--- config.mk ---
export PLATFORM = sky130hd
export DESIGN_NAME = imem_port_arbiter
export DESIGN_NICKNAME = d
export VERILOG_FILES = /design/src/rtl/imem_arb_pkg.sv /design/src/rtl/rr_arb2.sv /design/src/rtl/imem_port_arbiter.sv
export SDC_FILE = /design/constraint.sdc
export NUM_CORES = 1
export LEC_CHECK = 0
export BUFFER_PORTS_ARGS = -buffer_cell sky130_fd_sc_hd__clkbuf_2
export CORE_UTILIZATION = 44
export DETAILED_ROUTE_END_ITERATION = 10
export PLACE_DENSITY = 0.86
export SYNTH_ARGS = -nofsm -noshare
export SYNTH_HDL_FRONTEND = slang
export SYNTH_SLANG_ARGS = --single-unit
--- constraint.sdc ---
create_clock -name clk -period 2.4 [get_ports clk]
set_clock_uncertainty 0.2 [all_clocks]
set_input_delay 0.6 -clock clk [delete_from_list [all_inputs] [get_ports clk]]
set_output_delay 0.6 -clock clk [all_outputs]
set_load 0.05 [all_outputs]
--- src/rtl/imem_arb_pkg.sv ---
// rtl/imem_arb_pkg.sv - shared types and constants for the instruction-memory port arbiter
package imem_arb_pkg;

  typedef enum logic [1:0] {
    IDLE  = 2'd0,
    ISSUE = 2'd1,
    WAIT  = 2'd2,
    RESP  = 2'd3
  } arb_state_e;

  // Requester ids, also used as bit positions in the one-hot winner vector
  localparam logic REQ_FETCH = 1'b0;
  localparam logic REQ_LOAD  = 1'b1;

  // RISC-V addi x0,x0,0, handy as filler data
  localparam logic [31:0] NOP_INSN = 32'h00000013;

endpackage

--- src/rtl/rr_arb2.sv ---
// rtl/rr_arb2.sv - two-way round-robin arbiter with loader lock and fetch starvation guard
module rr_arb2
  import imem_arb_pkg::*;
#(
  parameter int STARVE_LIMIT = 8
) (
  input  logic       clk,
  input  logic       reset_n,
  input  logic       f_req,
  input  logic       f_pend,
  input  logic       l_req,
  input  logic       l_lock,
  input  logic       take,
  output logic [1:0] win
);

  localparam int CW = $clog2(STARVE_LIMIT + 1);
  localparam logic [CW-1:0] LIMIT = CW'(STARVE_LIMIT);

  logic          last_load_q;
  logic [CW-1:0] starve_q;

  // Pick the winner: alternate on contention, a locked loader keeps the port until fetch has starved long enough
  always_comb begin
    win = 2'b00;
    if (f_req && l_req) begin
      if (last_load_q && !(l_lock && (starve_q != LIMIT))) begin
        win[REQ_FETCH] = 1'b1;
      end else begin
        win[REQ_LOAD] = 1'b1;
      end
    end else if (f_req) begin
      win[REQ_FETCH] = 1'b1;
    end else if (l_req) begin
      win[REQ_LOAD] = 1'b1;
    end
  end

  // Remember the last grant and count loader grants taken while a fetch was waiting
  always_ff @(posedge clk or negedge reset_n) begin
    if (!reset_n) begin
      last_load_q <= 1'b0;
      starve_q    <= '0;
    end else begin
      if (take) begin
        last_load_q <= win[REQ_LOAD];
      end
      if (take && win[REQ_LOAD] && f_pend) begin
        if (starve_q != LIMIT) begin
          starve_q <= starve_q + 1'b1;
        end
      end else if ((take && win[REQ_FETCH]) || !f_pend) begin
        starve_q <= '0;
      end
    end
  end

endmodule

--- src/rtl/imem_port_arbiter.sv ---
// rtl/imem_port_arbiter.sv - shares the instruction memory port between fetch and the loader/debug port
module imem_port_arbiter
  import imem_arb_pkg::*;
#(
  parameter int ADDR_WIDTH   = 32,
  parameter int DATA_WIDTH   = 32,
  parameter int MEM_LATENCY  = 1,
  parameter int STARVE_LIMIT = 8
) (
  input  logic                  clk,
  input  logic                  reset_n,
  input  logic                  f_req,
  input  logic [ADDR_WIDTH-1:0] f_addr,
  input  logic                  f_kill,
  output logic                  f_gnt,
  output logic                  f_rsp_valid,
  output logic [DATA_WIDTH-1:0] f_rdata,
  input  logic                  l_req,
  input  logic                  l_we,
  input  logic [ADDR_WIDTH-1:0] l_addr,
  input  logic [DATA_WIDTH-1:0] l_wdata,
  input  logic                  l_lock,
  output logic                  l_gnt,
  output logic                  l_rsp_valid,
  output logic [DATA_WIDTH-1:0] l_rdata,
  output logic                  mem_valid,
  output logic                  mem_we,
  output logic [ADDR_WIDTH-1:0] mem_addr,
  output logic [DATA_WIDTH-1:0] mem_wdata,
  input  logic [DATA_WIDTH-1:0] mem_rdata,
  output logic                  busy
);

  localparam logic [2:0] LAT = 3'(MEM_LATENCY);

  arb_state_e            state_q, state_d;
  logic [1:0]            win;
  logic                  take;
  logic                  f_req_eff;
  logic                  owner_q;
  logic                  we_q;
  logic                  killed_q;
  logic [2:0]            wait_cnt_q;
  logic [ADDR_WIDTH-1:0] addr_q;
  logic [DATA_WIDTH-1:0] wdata_q;
  logic [DATA_WIDTH-1:0] f_rdata_q;
  logic [DATA_WIDTH-1:0] l_rdata_q;

  // A flushed fetch may not win arbitration in the cycle of the flush
  assign f_req_eff = f_req & ~f_kill;

  rr_arb2 #(
    .STARVE_LIMIT(STARVE_LIMIT)
  ) u_rr_arb2 (
    .clk    (clk),
    .reset_n(reset_n),
    .f_req  (f_req_eff),
    .f_pend (f_req),
    .l_req  (l_req),
    .l_lock (l_lock),
    .take   (take),
    .win    (win)
  );

  // State register
  always_ff @(posedge clk or negedge reset_n) begin
    if (!reset_n) begin
      state_q <= IDLE;
    end else begin
      state_q <= state_d;
    end
  end

  // Sequencing, grants, memory strobe and response pulses
  always_comb begin
    state_d     = state_q;
    take        = 1'b0;
    f_gnt       = 1'b0;
    l_gnt       = 1'b0;
    mem_valid   = 1'b0;
    f_rsp_valid = 1'b0;
    l_rsp_valid = 1'b0;
    case (state_q)
      IDLE: begin
        if (reset_n) begin
          f_gnt = win[REQ_FETCH];
          l_gnt = win[REQ_LOAD];
          take  = |win;
          if (take) begin
            state_d = ISSUE;
          end
        end
      end
      ISSUE: begin
        mem_valid = 1'b1;
        state_d   = WAIT;
      end
      WAIT: begin
        if (wait_cnt_q == 3'd1) begin
          state_d = RESP;
        end
      end
      RESP: begin
        f_rsp_valid = (owner_q == REQ_FETCH) && !killed_q && !f_kill;
        l_rsp_valid = (owner_q == REQ_LOAD);
        state_d     = IDLE;
      end
      default: state_d = IDLE;
    endcase
  end

  // Command latch on accept, latency countdown, flush tracking and read data capture
  always_ff @(posedge clk or negedge reset_n) begin
    if (!reset_n) begin
      owner_q    <= REQ_FETCH;
      we_q       <= 1'b0;
      killed_q   <= 1'b0;
      wait_cnt_q <= '0;
      addr_q     <= '0;
      wdata_q    <= '0;
      f_rdata_q  <= '0;
      l_rdata_q  <= '0;
    end else begin
      case (state_q)
        IDLE: begin
          if (take) begin
            owner_q  <= win[REQ_LOAD];
            we_q     <= win[REQ_LOAD] & l_we;
            addr_q   <= win[REQ_LOAD] ? l_addr : f_addr;
            killed_q <= 1'b0;
            if (win[REQ_LOAD]) begin
              wdata_q <= l_wdata;
            end
          end
        end
        ISSUE: begin
          wait_cnt_q <= LAT;
          if (f_kill) begin
            killed_q <= 1'b1;
          end
        end
        WAIT: begin
          wait_cnt_q <= wait_cnt_q - 3'd1;
          if (f_kill) begin
            killed_q <= 1'b1;
          end
          if (wait_cnt_q == 3'd1) begin
            if (owner_q == REQ_LOAD) begin
              l_rdata_q <= we_q ? '0 : mem_rdata;
            end else begin
              f_rdata_q <= mem_rdata;
            end
          end
        end
        default: ;
      endcase
    end
  end

  assign mem_we    = mem_valid & we_q;
  assign mem_addr  = addr_q;
  assign mem_wdata = wdata_q;
  assign f_rdata   = f_rdata_q;
  assign l_rdata   = l_rdata_q;
  assign busy      = (state_q != IDLE);

endmodule

==> run_results.csv <==
group,metric,value,unit
setup_path,crit_path_start_kind,"flip-flop",
setup_path,path_class,"flip-flop to output pin",
setup_path,critPathArrivalTime,1.70,ns
final_layout,diodes,0,
floorplan,rows,43,
setup_path,timing.rr.start,"u_rr_arb2.starve_q[0]$_DFFE_PN0P_",
synthesis,netlist.area_leader.share,0.567,
final_layout,syn2layout_area_growth,38.7,%
global_routing,grt_pass1_vias,4732,
min_path,hold_path.class,"input port to asynchronous set/reset pin",
global_routing,grt_max_degree,67,
cts,cts_buffer_depth,2,
cts,cts-buffers-inserted,17,
cts,cts_sinks,141,
setup_path,rr_endpoint,"mem_wdata[3]$_DFFE_PN0P_",
cts,cts_tree,"done",
synthesis,ys_seq_area_frac,0.567,
setup_path,path_cells,"inv_1 > ha_2 > and3b_2 > a2bb2oi_4 > nor2b_4 > buf_8",
setup_path,cp-end-kind,"output pin",
setup_path,crit_fanout,2,
synthesis,synth_common_cells,"141 x dfrtp_1, 68 x nand2_1, 38 x mux2_2, 38 x o21ai_0",
power_and_ir_drop,p_leak,4.43,nW
timing,rsz0062_at_grt,"true",
floorplan,io_pins,270,
timing,hold_viol,0,
setup_path,ff2ff_path_depth,10,
timing,setup_viol,2,
run_status,failed_checks,"negative setup slack",
synthesis,ys_ff_latch,141,
global_routing,grt_usage,0.202,
timing,period_share,1.04,
global_routing,grt_pass1_wl,22900,microns
drt,wl,14400,microns
power_and_ir_drop,power.density,1700,nW/um^2
setup_path,cpPeakStageDelay,0.38,ns
synthesis,yosys-top-cells-area,"dfrtp_1 57%, mux2_2 6.9%, mux2_4 6.5%, mux2i_1 5.3%, nand2_1 4.1%",
timing,fin_crit,2.50,ns
timing,fmax,0.400,GHz
synthesis,synth_edf_count,0,
run_status,status,"finished, violations left",
placed_design,portBuffers,269,
global_routing,grt_overflow,0,
setup_path,critical_path.slowest_cell,"dfrtp_1",
synthesis,syn-num-nets,643,
cts,clkTransAtPathRegs,0.06,ns
floorplan,die_y,121,microns
synthesis,yosysMostFrequentCell,"dfrtp_1",
floorplan,chipWidth,121,microns
cts,clock_latency,0.40,ns
floorplan,dieArea,14600,sq um
timing,slew_violations,0,
drt,drtPass1Iterations,5,
drt,vias_per_cell,4.90,
final_layout,drive_gt1_frac,0.514,
drt,drc,0,
final_layout,nNetsFinal,933,
cts,cts_htree_levels,4,
synthesis,async_flop_share,1.00,
synthesis,syn_area,6220,sq um
drt,ant_nets,0,
placed_design,dp_hpwl,10500,microns
synthesis,synthCells,499,
synthesis,synth_cell_type_count,43,
global_routing,antenna_found_initial,0,
setup_path,cp.required,1.60,ns
drt,wl_per_cell,14.7,microns
drt,drtIter0Drc,265,
floorplan,initial_utilization,0.450,
synthesis,ys.flop_type,"dfrtp_1",
drt,vias,4809,
timing,relSlewSlack,0.446,
power_and_ir_drop,finalPower,14.7,mW
power_and_ir_drop,vdd_ir_drop_max,892,uV
placed_design,gp_congestion,0.739,
setup_path,r2r_slack,0.13,ns
synthesis,syn_area_per_cell,12.5,sq um
synthesis,yosysTopAreaCell,"dfrtp_1",
floorplan,core-area,13800,sq um
run,maxCapViolations,0,
timing,tightestPinTransition,0.831,ns
synthesis,ys_warn_count,0,
timing,setup_tns,-0.192,ns
cts,root_buffer,"clkbuf_16",
timing,worst_slack,-0.0980,ns
## state kept, by name, indices dropped and copies added (netlist names)
signal and cells:
f_rdata 32, killed_q 1, l_rdata 32, mem_addr 32, mem_wdata 32, owner_q 1, state_q 2, u_rr_arb2.last_load_q 1
u_rr_arb2.starve_q 4, wait_cnt_q 3, we_q 1
## what timing repair did
item | in CTS | in global routing
gates resized for setup | 10 | 8
endpoints found under the hold margin | 4 | 0
setup endpoints to repair | 3 | 28
pin swaps | 4 | 3
hold buffers | 2 | 0
setup buffers | 6 | 4
## worst max path at each step
stage                                            startpoint                        to  slack (ns)  cells past startpoint
after global routing      u_rr_arb2.starve_q[0]$_DFFE_PN0P_                     f_gnt       -0.19                      6
after floorplan           u_rr_arb2.starve_q[0]$_DFFE_PN0P_                     f_gnt       -0.02                      6
final                     u_rr_arb2.starve_q[0]$_DFFE_PN0P_                     f_gnt        -0.1                      6
after global placement                               f_kill  mem_wdata[3]$_DFFE_PN0P_         0.1                      6
after detailed placement                             f_kill  mem_wdata[3]$_DFFE_PN0P_        0.07                      6
after CTS                 u_rr_arb2.starve_q[0]$_DFFE_PN0P_                     f_gnt       -0.14                      6
## report_power, final
part           internal (mW)  total, mW  switching (mW)
combinational           2.19       7.66            5.47
sequential              3.51       4.18           0.672
clock                   1.87       2.83           0.953
total                   7.57       14.7            7.10
## metal layers
layer	track usage	up-vias	wire length, microns
met5	0	-	0
met4	0.0918	0	273
met3	0.0432	26	801
met2	0.352	179	7470
met1	0.239	2302	5870
li1	-	2302	-
## final cells by class
| class | count | area [sq um] |
|---|---|---|
| Fill cell | 1104 | 5190 |
| Sequential cell | 141 | 3530 |
| Multi-Input combinational cell | 323 | 2550 |
| Timing Repair Buffer | 297 | 1640 |
| Clock buffer | 22 | 494 |
| Tap cell | 180 | 225 |
| Clock inverter | 9 | 158 |
| Inverter | 9 | 36.3 |
## critical path, delay by kind of cell, from the launching register on
kind                     cells  cell delay [ns]
AO/OA/AOI/OAI                1             0.14
adder cells (fa/ha/maj)      1             0.17
buffers and inverters        2             0.21
flip-flops                   1             0.38
AND/OR/NAND/NOR              2             0.38
## stage by stage
stage	hold slack, ns	util	std cells	worst slack (ns)	area (sq um)
global route	0.184	0.624	981	-0.190	8630
global placement	0.208	0.565	938	0.0965	7820
floorplan	0.104	-	499	-0.0183	6240
CTS	0.155	0.620	977	-0.143	8580
finish	0.140	0.624	981	-0.0980	8630
detailed placement	0.209	0.565	938	0.0719	7820
## cells in the final DEF, fill, tap and decap left out, drive strengths merged, types with 4 or more instances in the layout
cell / instances
nand3: 6
o21ai: 67
bufinv: 4
mux2: 65
nand2: 69
inv: 9
and2: 4
ha: 9
mux2i: 33
a21oi: 5
dfrtp: 141
nand2b: 33
nor2b: 4
nand3b: 6
buf: 29
clkbuf: 288
## logic make-up after synthesis
kind of cell | Yosys count | synth area share
buffers and inverters | 35 | 0.0352
DFF | 141 | 0.567
AOI/OAI and AO/OA | 87 | 0.0839
muxes | 98 | 0.187
and+or+nand+nor | 129 | 0.109
adders and majority gates | 9 | 0.0181
(Power assumes the default switching activity.)
